==> src/rtl/imem_pkg.sv <==
// rtl/imem_pkg.sv - shared constants and byte-lane helper for the byte-wide instruction memory
//
// Purpose:
//   Holds the loader state encoding, the word/byte geometry and the big-end-first
//   lane selector. The fetch side assembles words with the same constants, so
//   loader and fetch agree on byte order by construction.
//
// Contents:
//   state_t         loader session states
//   BYTES_PER_WORD  bytes per instruction word
//   IDX_BITS        width of the byte index within a word
//   LAST_IDX        byte index of the final byte of a word
//   lane()          byte of a word for a given index, index 0 = word[31:24]

package imem_pkg;

  typedef enum logic [1:0] {
    IDLE = 2'd0,
    RECV = 2'd1,
    WR   = 2'd2,
    DONE = 2'd3
  } state_t;

  localparam int BYTES_PER_WORD = 4;
  localparam int IDX_BITS       = $clog2(BYTES_PER_WORD);

  localparam logic [IDX_BITS-1:0] LAST_IDX = IDX_BITS'(BYTES_PER_WORD - 1);

  // Index 0 is the most significant byte, so the byte stored at the lowest
  // address is word[31:24] and a fetch reads the word back unchanged.
  function automatic logic [7:0] lane(input logic [31:0] word,
                                      input logic [IDX_BITS-1:0] idx);
    logic [7:0] sel;
    case (idx)
      2'd0:    sel = word[31:24];
      2'd1:    sel = word[23:16];
      2'd2:    sel = word[15:8];
      default: sel = word[7:0];
    endcase
    return sel;
  endfunction

endpackage

==> src/rtl/imem_word_serializer.sv <==
// rtl/imem_word_serializer.sv - holds one instruction word and presents it a byte at a time
//
// Purpose:
//   Latches a 32-bit word and walks a byte index through it, presenting the
//   currently selected byte and a flag marking the final byte of the word.
//
// Ports:
//   clk        in   1    rising-edge clock
//   rst_n      in   1    asynchronous active-low reset
//   load       in   1    capture word_in and restart at byte index 0
//   word_in    in   32   word to serialise
//   advance    in   1    step to the next byte (wraps to 0 after the last byte)
//   byte_data  out  8    byte selected by the current index
//   last_byte  out  1    current index is the final byte of the word

module imem_word_serializer
  import imem_pkg::*;
(
  input  logic        clk,
  input  logic        rst_n,
  input  logic        load,
  input  logic [31:0] word_in,
  input  logic        advance,
  output logic [7:0]  byte_data,
  output logic        last_byte
);

  logic [31:0]         word_q;
  logic [IDX_BITS-1:0] idx;

  // The index wraps naturally back to 0 after the last byte, so between words
  // the byte output keeps showing the top byte of the previous word instead of
  // toggling.
  always_ff @(posedge clk or negedge rst_n) begin
    if (!rst_n) begin
      word_q <= '0;
      idx    <= '0;
    end else if (load) begin
      word_q <= word_in;
      idx    <= '0;
    end else if (advance) begin
      idx    <= idx + 1'b1;
    end
  end

  assign byte_data = lane(word_q, idx);
  assign last_byte = (idx == LAST_IDX);

endmodule

==> src/rtl/imem_loader.sv <==
// rtl/imem_loader.sv - serialises 32-bit instruction words into byte writes on the imem port
//
// Purpose:
//   Accepts instruction words over a valid/ready stream during a load session
//   and writes each as four consecutive bytes, most significant byte first,
//   starting at the session base address. Flags an address wrap.
//
// Ports:
//   clk        in   1          rising-edge clock
//   rst_n      in   1          asynchronous active-low reset
//   start      in   1          pulse: begin a session at base_addr (ignored unless idle)
//   base_addr  in   BITS_ADDR  first byte address of the session
//   in_valid   in   1          in_word/in_last valid
//   in_ready   out  1          a word can be accepted this cycle
//   in_word    in   32         instruction word
//   in_last    in   1          final word of the session
//   mem_we     out  1          byte write strobe
//   mem_addr   out  BITS_ADDR  byte write address
//   mem_wdata  out  BITS_DATA  byte write data
//   busy       out  1          session in progress
//   done       out  1          one-cycle pulse after the final byte is written
//   wrap_err   out  1          sticky: the write address wrapped to 0

module imem_loader
  import imem_pkg::*;
#(
  parameter int BITS_DATA = 8,
  parameter int BITS_ADDR = 8
) (
  input  logic                 clk,
  input  logic                 rst_n,
  input  logic                 start,
  input  logic [BITS_ADDR-1:0] base_addr,
  input  logic                 in_valid,
  output logic                 in_ready,
  input  logic [31:0]          in_word,
  input  logic                 in_last,
  output logic                 mem_we,
  output logic [BITS_ADDR-1:0] mem_addr,
  output logic [BITS_DATA-1:0] mem_wdata,
  output logic                 busy,
  output logic                 done,
  output logic                 wrap_err
);

  if (BITS_DATA != 8) begin : g_bad_data_width
    $error("imem_loader: BITS_DATA must be 8");
  end

  state_t               state;
  state_t               state_next;

  logic                 load_base;
  logic                 load_word;
  logic                 advance;
  logic                 last_q;
  logic [BITS_ADDR-1:0] addr;
  logic [7:0]           byte_data;
  logic                 last_byte;

  imem_word_serializer u_serializer (
    .clk       (clk),
    .rst_n     (rst_n),
    .load      (load_word),
    .word_in   (in_word),
    .advance   (advance),
    .byte_data (byte_data),
    .last_byte (last_byte)
  );

  always_ff @(posedge clk or negedge rst_n) begin
    if (!rst_n) begin
      state <= IDLE;
    end else begin
      state <= state_next;
    end
  end

  // start is only honoured from IDLE; in RECV, WR and DONE it has no effect
  // on the address counter or the wrap flag.
  always_comb begin
    state_next = state;
    in_ready   = 1'b0;
    mem_we     = 1'b0;
    busy       = 1'b0;
    done       = 1'b0;
    load_base  = 1'b0;
    load_word  = 1'b0;
    advance    = 1'b0;
    case (state)
      IDLE: begin
        if (start) begin
          load_base  = 1'b1;
          state_next = RECV;
        end
      end
      RECV: begin
        in_ready = 1'b1;
        busy     = 1'b1;
        if (in_valid) begin
          load_word  = 1'b1;
          state_next = WR;
        end
      end
      WR: begin
        mem_we  = 1'b1;
        busy    = 1'b1;
        advance = 1'b1;
        if (last_byte) begin
          state_next = last_q ? DONE : RECV;
        end
      end
      DONE: begin
        done       = 1'b1;
        state_next = IDLE;
      end
      default: begin
        state_next = IDLE;
      end
    endcase
  end

  always_ff @(posedge clk or negedge rst_n) begin
    if (!rst_n) begin
      last_q <= 1'b0;
    end else if (load_word) begin
      last_q <= in_last;
    end
  end

  // The byte counter runs across word boundaries for the whole session; it
  // only reloads on an honoured start. Stepping past all-ones lands on 0 and
  // raises the sticky wrap flag, and writing simply carries on from 0.
  always_ff @(posedge clk or negedge rst_n) begin
    if (!rst_n) begin
      addr     <= '0;
      wrap_err <= 1'b0;
    end else if (load_base) begin
      addr     <= base_addr;
      wrap_err <= 1'b0;
    end else if (mem_we) begin
      addr <= addr + 1'b1;
      if (&addr) begin
        wrap_err <= 1'b1;
      end
    end
  end

  assign mem_addr  = addr;
  assign mem_wdata = byte_data;

endmodule

==> config.mk <==
export PLATFORM = sky130hd
export DESIGN_NAME = imem_loader
export DESIGN_NICKNAME = d
export VERILOG_FILES = /design/src/rtl/imem_pkg.sv /design/src/rtl/imem_word_serializer.sv /design/src/rtl/imem_loader.sv
export SDC_FILE = /design/constraint.sdc
export NUM_CORES = 1
export LEC_CHECK = 0
export CAP_MARGIN = 0
export CORE_AREA = 2 2 62 88
export DETAILED_ROUTE_END_ITERATION = 6
export DIE_AREA = 0 0 64 90
export MAX_ROUTING_LAYER = met4
export PLACE_DENSITY = 0.79
export SLEW_MARGIN = 40
export SYNTH_ARGS = -nofsm -noshare
export SYNTH_HDL_FRONTEND = slang
export SYNTH_HIERARCHICAL = 1
export SYNTH_SLANG_ARGS = --single-unit
export TNS_END_PERCENT = 20
==> constraint.sdc <==
create_clock -name clk -period 2.3 [get_ports clk]
set_input_delay 0.46 -clock clk [delete_from_list [all_inputs] [get_ports clk]]
set_output_delay 0.46 -clock clk [all_outputs]
set_load 0.02 [all_outputs]
---- Word level (Yosys, flattened, before mapping) ----
Index checks and enable logic that the tools add are counted.
word-level totals
  output and inout bits ................... 21
  register bits ........................... 46
  input bits .............................. 45
  word-level logic and storage cells ...... 47
cells by class
  reductions and logical operators ........ 9
  eq/ne operators ......................... 9
  mux-type cells .......................... 21
  add/subtract/negate cells ............... 2
operators with widths
  cell                                           number
  case mux 8 bit (3 select lines)                1
  2-to-1 mux 8 bit                               2
  2-to-1 mux 2 bit                               6
  2-to-1 mux 1 bit                               11
  adder 8 x 1 -> 8 bit, second input constant    1
  == test 2 bit, second input constant           4
  case mux 2 bit (4 select lines)                1
  AND reduction 8 bit                            1
  != test 2 bit, second input constant           3
  nonzero test 2 bit                             3
  == test 2 x 1 -> 1 bit, second input constant  2
  zero test 2 bit                                2
  AND reduction 3 bit                            1
  adder 2 x 1 -> 2 bit, second input constant    1
  AND reduction 2 bit                            1
  OR reduction 2 bit                             1

---- Depth between registers and ports, before layout ----
  depth after elaboration ................. 4
  depth in mapped cells ................... 7
  gate-level depth less buffers ........... 5

---- Modules after synthesis ----
The synthesis kept the hierarchy.
by module, submodules not included
  module                area an instance (µm²)  sequential area each (µm²)  instances  cells an instance
  imem_word_serializer  1635.3                  850.8                       1          117
  imem_loader           696.9                   300.3                       1          72

---- Worst setup path after synthesis ----
Ideal clock, no wire load.
  kind .................................... reg2reg
  from .................................... register state[0]
  to ...................................... register addr[7], in the netlist mem_addr[7]
  library setup time ...................... 82 ps
  path buffers ............................ 1
  stages on the path, launching flop included .. 7
  data arrival time ....................... 1685 ps
  period minus slack after synthesis ...... 1767 ps
  path slack .............................. 533 ps
  required time ........................... 2218 ps
  path through ............................ dfrtp_1 -> inv_1 -> ha_1 -> buf_6 -> nand4_2 -> or4_1 -> a31oi_1
on the way
  cells in the longest elaborated chain, start to end .. 3
  elaborated cells on any way between the ends .. 6
  classes of those cells .................. eq/ne: 1; mux: 3; reduce/logical: 2
RTL lines
  item                          RTL line            text
  from (decl)                   imem_loader.sv:50   state_t state;
  from (signal assigned)        imem_loader.sv:75   state <= state_next;
  == test 2 bit                 imem_loader.sv:90   case (state)
  2-to-1 mux 1 bit              imem_loader.sv:90
  via mem_we                    imem_loader.sv:38   output logic mem_we,
  nonzero test 2 bit (no line)  n/a
  to (signal assigned)          imem_loader.sv:139  addr <= base_addr;
  to (signal assigned)          imem_loader.sv:142  addr <= addr + 1'b1;
  to (decl)                     imem_loader.sv:57   logic [BITS_ADDR-1:0] addr;
The timed path passes the listed nets, and every way through them passes these cells.
A chain may end at the register's enable or synchronous reset.

---- Worst setup path after layout ----
  from .................................... register u_serializer.idx[0]
  to ...................................... output mem_wdata[5]
on the way
  cells in the longest elaborated chain, start to end .. 2
  elaborated cells on any way between the ends .. 4
  classes of those cells .................. eq/ne: 2; mux: 1; reduce/logical: 1
RTL lines
  item                                         RTL line                    text
  from (decl)                                  imem_word_serializer.sv:29  logic [IDX_BITS-1:0] idx;
  from (signal assigned)                       imem_word_serializer.sv:42  idx <= idx + 1'b1;
  == test 2 bit, or another cell as far along  imem_pkg.sv:34              case (idx)
  case mux 8 bit (3 select lines) *            imem_pkg.sv:34
  to (decl)                                    imem_loader.sv:40           output logic [BITS_DATA-1:0] mem_wdata,
Every way passes the cells marked *; elsewhere a longest branch is shown, timed or not.

==> out/results.ini <==
[run_status]
outcome=finished, final reports clean

[synth]
synth_area_sq_um=2332
yosysMostFrequentCell=dfrtp_1
synth_edf_count=0
synth_top_area_cell=dfrtp_1
syn_avg_cell_area_sq_um=12.34
async_flop_share_pct=100.0
netlist_top_cells_area=dfrtp_1 (49%), mux2_4 (14%), ha_1 (4.8%)
synth_mux_area_share_pct=20.33
ys_seq_area_share_pct=49.36
ys_warn_count=6
synth-seq-cells=46
netlist_instances=189
synth_flop_cell=dfrtp_1
synth_fa_ha_area_share_pct=4.828
synth_xor_area_share_pct=1.878
synthSimpleGateAreaFrac_pct=8.530
synth_commonest_cells=dfrtp_1 (46), mux2_4 (22), nand2_1 (17)
synth_cell_types=30
synth_compound_area_share_pct=8.584
synth_top_family_by_area=multiplexers
synth_top_area_share_pct=49.36
syn-num-nets=243

[setup_path]
critPathArrivalTime_ps=1840
cp.required_ps=1840
criticalPathCategory=flop to output pin
reg2regPathDepth=6
startpoint_type=flop
crit_fanout=8
end_kind=output pin

[power]
ir_drop_mv=0.7692
power_density_nw_per_um2=1365
p_leak_nw=1.342

[timing]
hold_violations=0
drv_slew=0
max_slew_margin_pct=61.61
fin_crit_sh_pct=99.80
worst_slack_ps=4.594
rsz0062_at_grt=yes
tightest_slew_ps=575.8
skew_ps=5.836
fmax_ghz=0.4357
setup_viol=0
min_period_ps=2295

[placement]
pre_cts_ws_ps=-58.13
portBuffers=65
place_congestion=0.7381
dp_cells=314
hpwl_um=3541

[global_routing]
grtUsageTotal_pct=18.72
grt_pass1_wl_um=8390
first_global_vias=1798
grt_max_degree=47
antenna_found_initial=0
overflow=0

[final_layout]
final_nets=310
area_growth_pct=32.19
utilization_pct=61.62
drive_gt1_share_pct=19.14
stdcell_count=322
n_antenna_cell=0

[die]
fp.dieH_um=90
coreArea_sq_um=5004
dieArea_sq_um=5760
die_w_um=64
start_util_pct=46.61
rows=31
num_io_pins=66

[clocking]
cts_made_buffers=5
insertion_delay_ps=280
cts.htree.levels=2
clockRootBuffer=clkbuf_8
cts.sinks=46
clk_pin_slew_worst_paths_ps=80
cts_tree=yes
cts_hold_buf=0
cts_buffer_depth=2

[drt]
first_pass_iters=5
wire_per_inst_um=15.44
num_vias=1687
route.detailed.drc=0
initialDrtViolationCount=136
routed_wl_um=4973
ant_nets=0
viasPerCell=5.239

[worst_hold_path]
hold_class=primary input to asynchronous set/reset pin

[job]
maxCapViolations=0

placed cells by master, fill, tap and decap left out:
| master | count |
|---|---|
| nor4_1 | 1 |
| clkinv_2 | 2 |
| buf_12 | 1 |
| nand4_1 | 2 |
| ha_1 | 6 |
| ha_2 | 3 |
| nand2_2 | 1 |
| xor2_1 | 3 |
| xnor2_1 | 2 |
| a21oi_1 | 2 |
| a2bb2oi_1 | 1 |
| nor3_1 | 1 |
| nor2_1 | 6 |
| or3_1 | 3 |
| clkdlybuf4s50_1 | 56 |
| a222oi_1 | 8 |
| and2_1 | 1 |
| nand2_1 | 17 |
| inv_1 | 13 |
| clkbuf_2 | 3 |
| nand4_2 | 2 |
| dfrtp_1 | 46 |
| nor2b_1 | 3 |
| o31ai_1 | 1 |
| clkdlybuf4s15_1 | 1 |
| or4_1 | 1 |
| clkbuf_8 | 5 |
| mux2_4 | 22 |
| dlygate4sd2_1 | 4 |
| buf_4 | 5 |
| buf_2 | 1 |
| mux2_2 | 3 |
| mux2i_1 | 11 |
| a31oi_1 | 3 |
| o21ai_0 | 15 |
| and2_2 | 1 |
layout make-up:
| cell class | count | area, sq um |
|---|---|---|
| clock buffers | 5 | 68.82 |
| clock inverters | 2 | 10.01 |
| fillers | 416 | 1921 |
| inverters | 13 | 48.80 |
| multi-input cells | 119 | 1039 |
| flip-flops and latches | 46 | 1151 |
| well taps | 66 | 82.58 |
| repair buffers | 71 | 683.2 |
report_power, final:
group          internal, mW  switching (mW)  total (mW)
Combinational          1.16            1.09        2.25
Clock                 0.204           0.248       0.452
Sequential             1.21           0.291        1.50
worst max-delay path, stage by stage (launching register included):
cell and delay (ps):
dfrtp_1 400, inv_1 90, ha_2 260, a222oi_1 350, mux2i_1 120, dlygate4sd2_1 330
flip-flops by register name, indices dropped and copies added, names as in the netlist:
name                 count
state                    2
last_q                   1
u_serializer/idx         2
mem_addr                 8
wrap_err                 1
u_serializer/word_q     32
repair_timing:
action	in CTS	in global routing
buffers inserted	0	1
pin swaps	1	2
gates resized for setup	11	7
setup endpoints to repair	8	8
cell families after synthesis:
| logic type | count (synthesis) |
|---|---|
| flops | 46 |
| simple gates | 39 |
| mux | 36 |
| compound gates | 30 |
| buf+inv | 24 |
| fa+ha+maj | 9 |
| xor+xnor | 5 |
path summary, 6_finish.rpt:
path | startpoint | to | slack [ps]
min in group clk | u_serializer/word_q[11] | u_serializer/word_q[11] | 520
worst min register to register | u_serializer/word_q[11] | u_serializer/word_q[11] | 520
max in group asynchronous | rst_n | u_serializer/idx[0] | 1660
worst min-delay path | rst_n | wrap_err | 250
worst max-delay path | u_serializer/idx[0] | mem_wdata[5] | 5
worst max register to register | state[0] | mem_addr[7] | 560
metal layers:
layer / track usage, % / share of wire [%] / vias to the layer above
li1: - / - / 794
met1: 23.24 / 42 / 833
met2: 30.38 / 52 / 54
met3: 3.755 / 4.7 / 6
met4: 6.159 / 1.2 / 0
met5: - / 0 / -
stage by stage:
stage,area [sq um],TNS (ps),power (mW),hold slack (ps)
final,3083,0,4.208,253.0
after global routing,3083,-242.9,4.509,296.0
after CTS,3085,-222.4,4.249,274.6
after detailed placement,3009,-196.9,3.855,498.0
after global placement,3009,0,3.792,491.5
after floorplan,2332,0,3.037,164.4
Note: power is estimated with default switching activity, not from simulation.
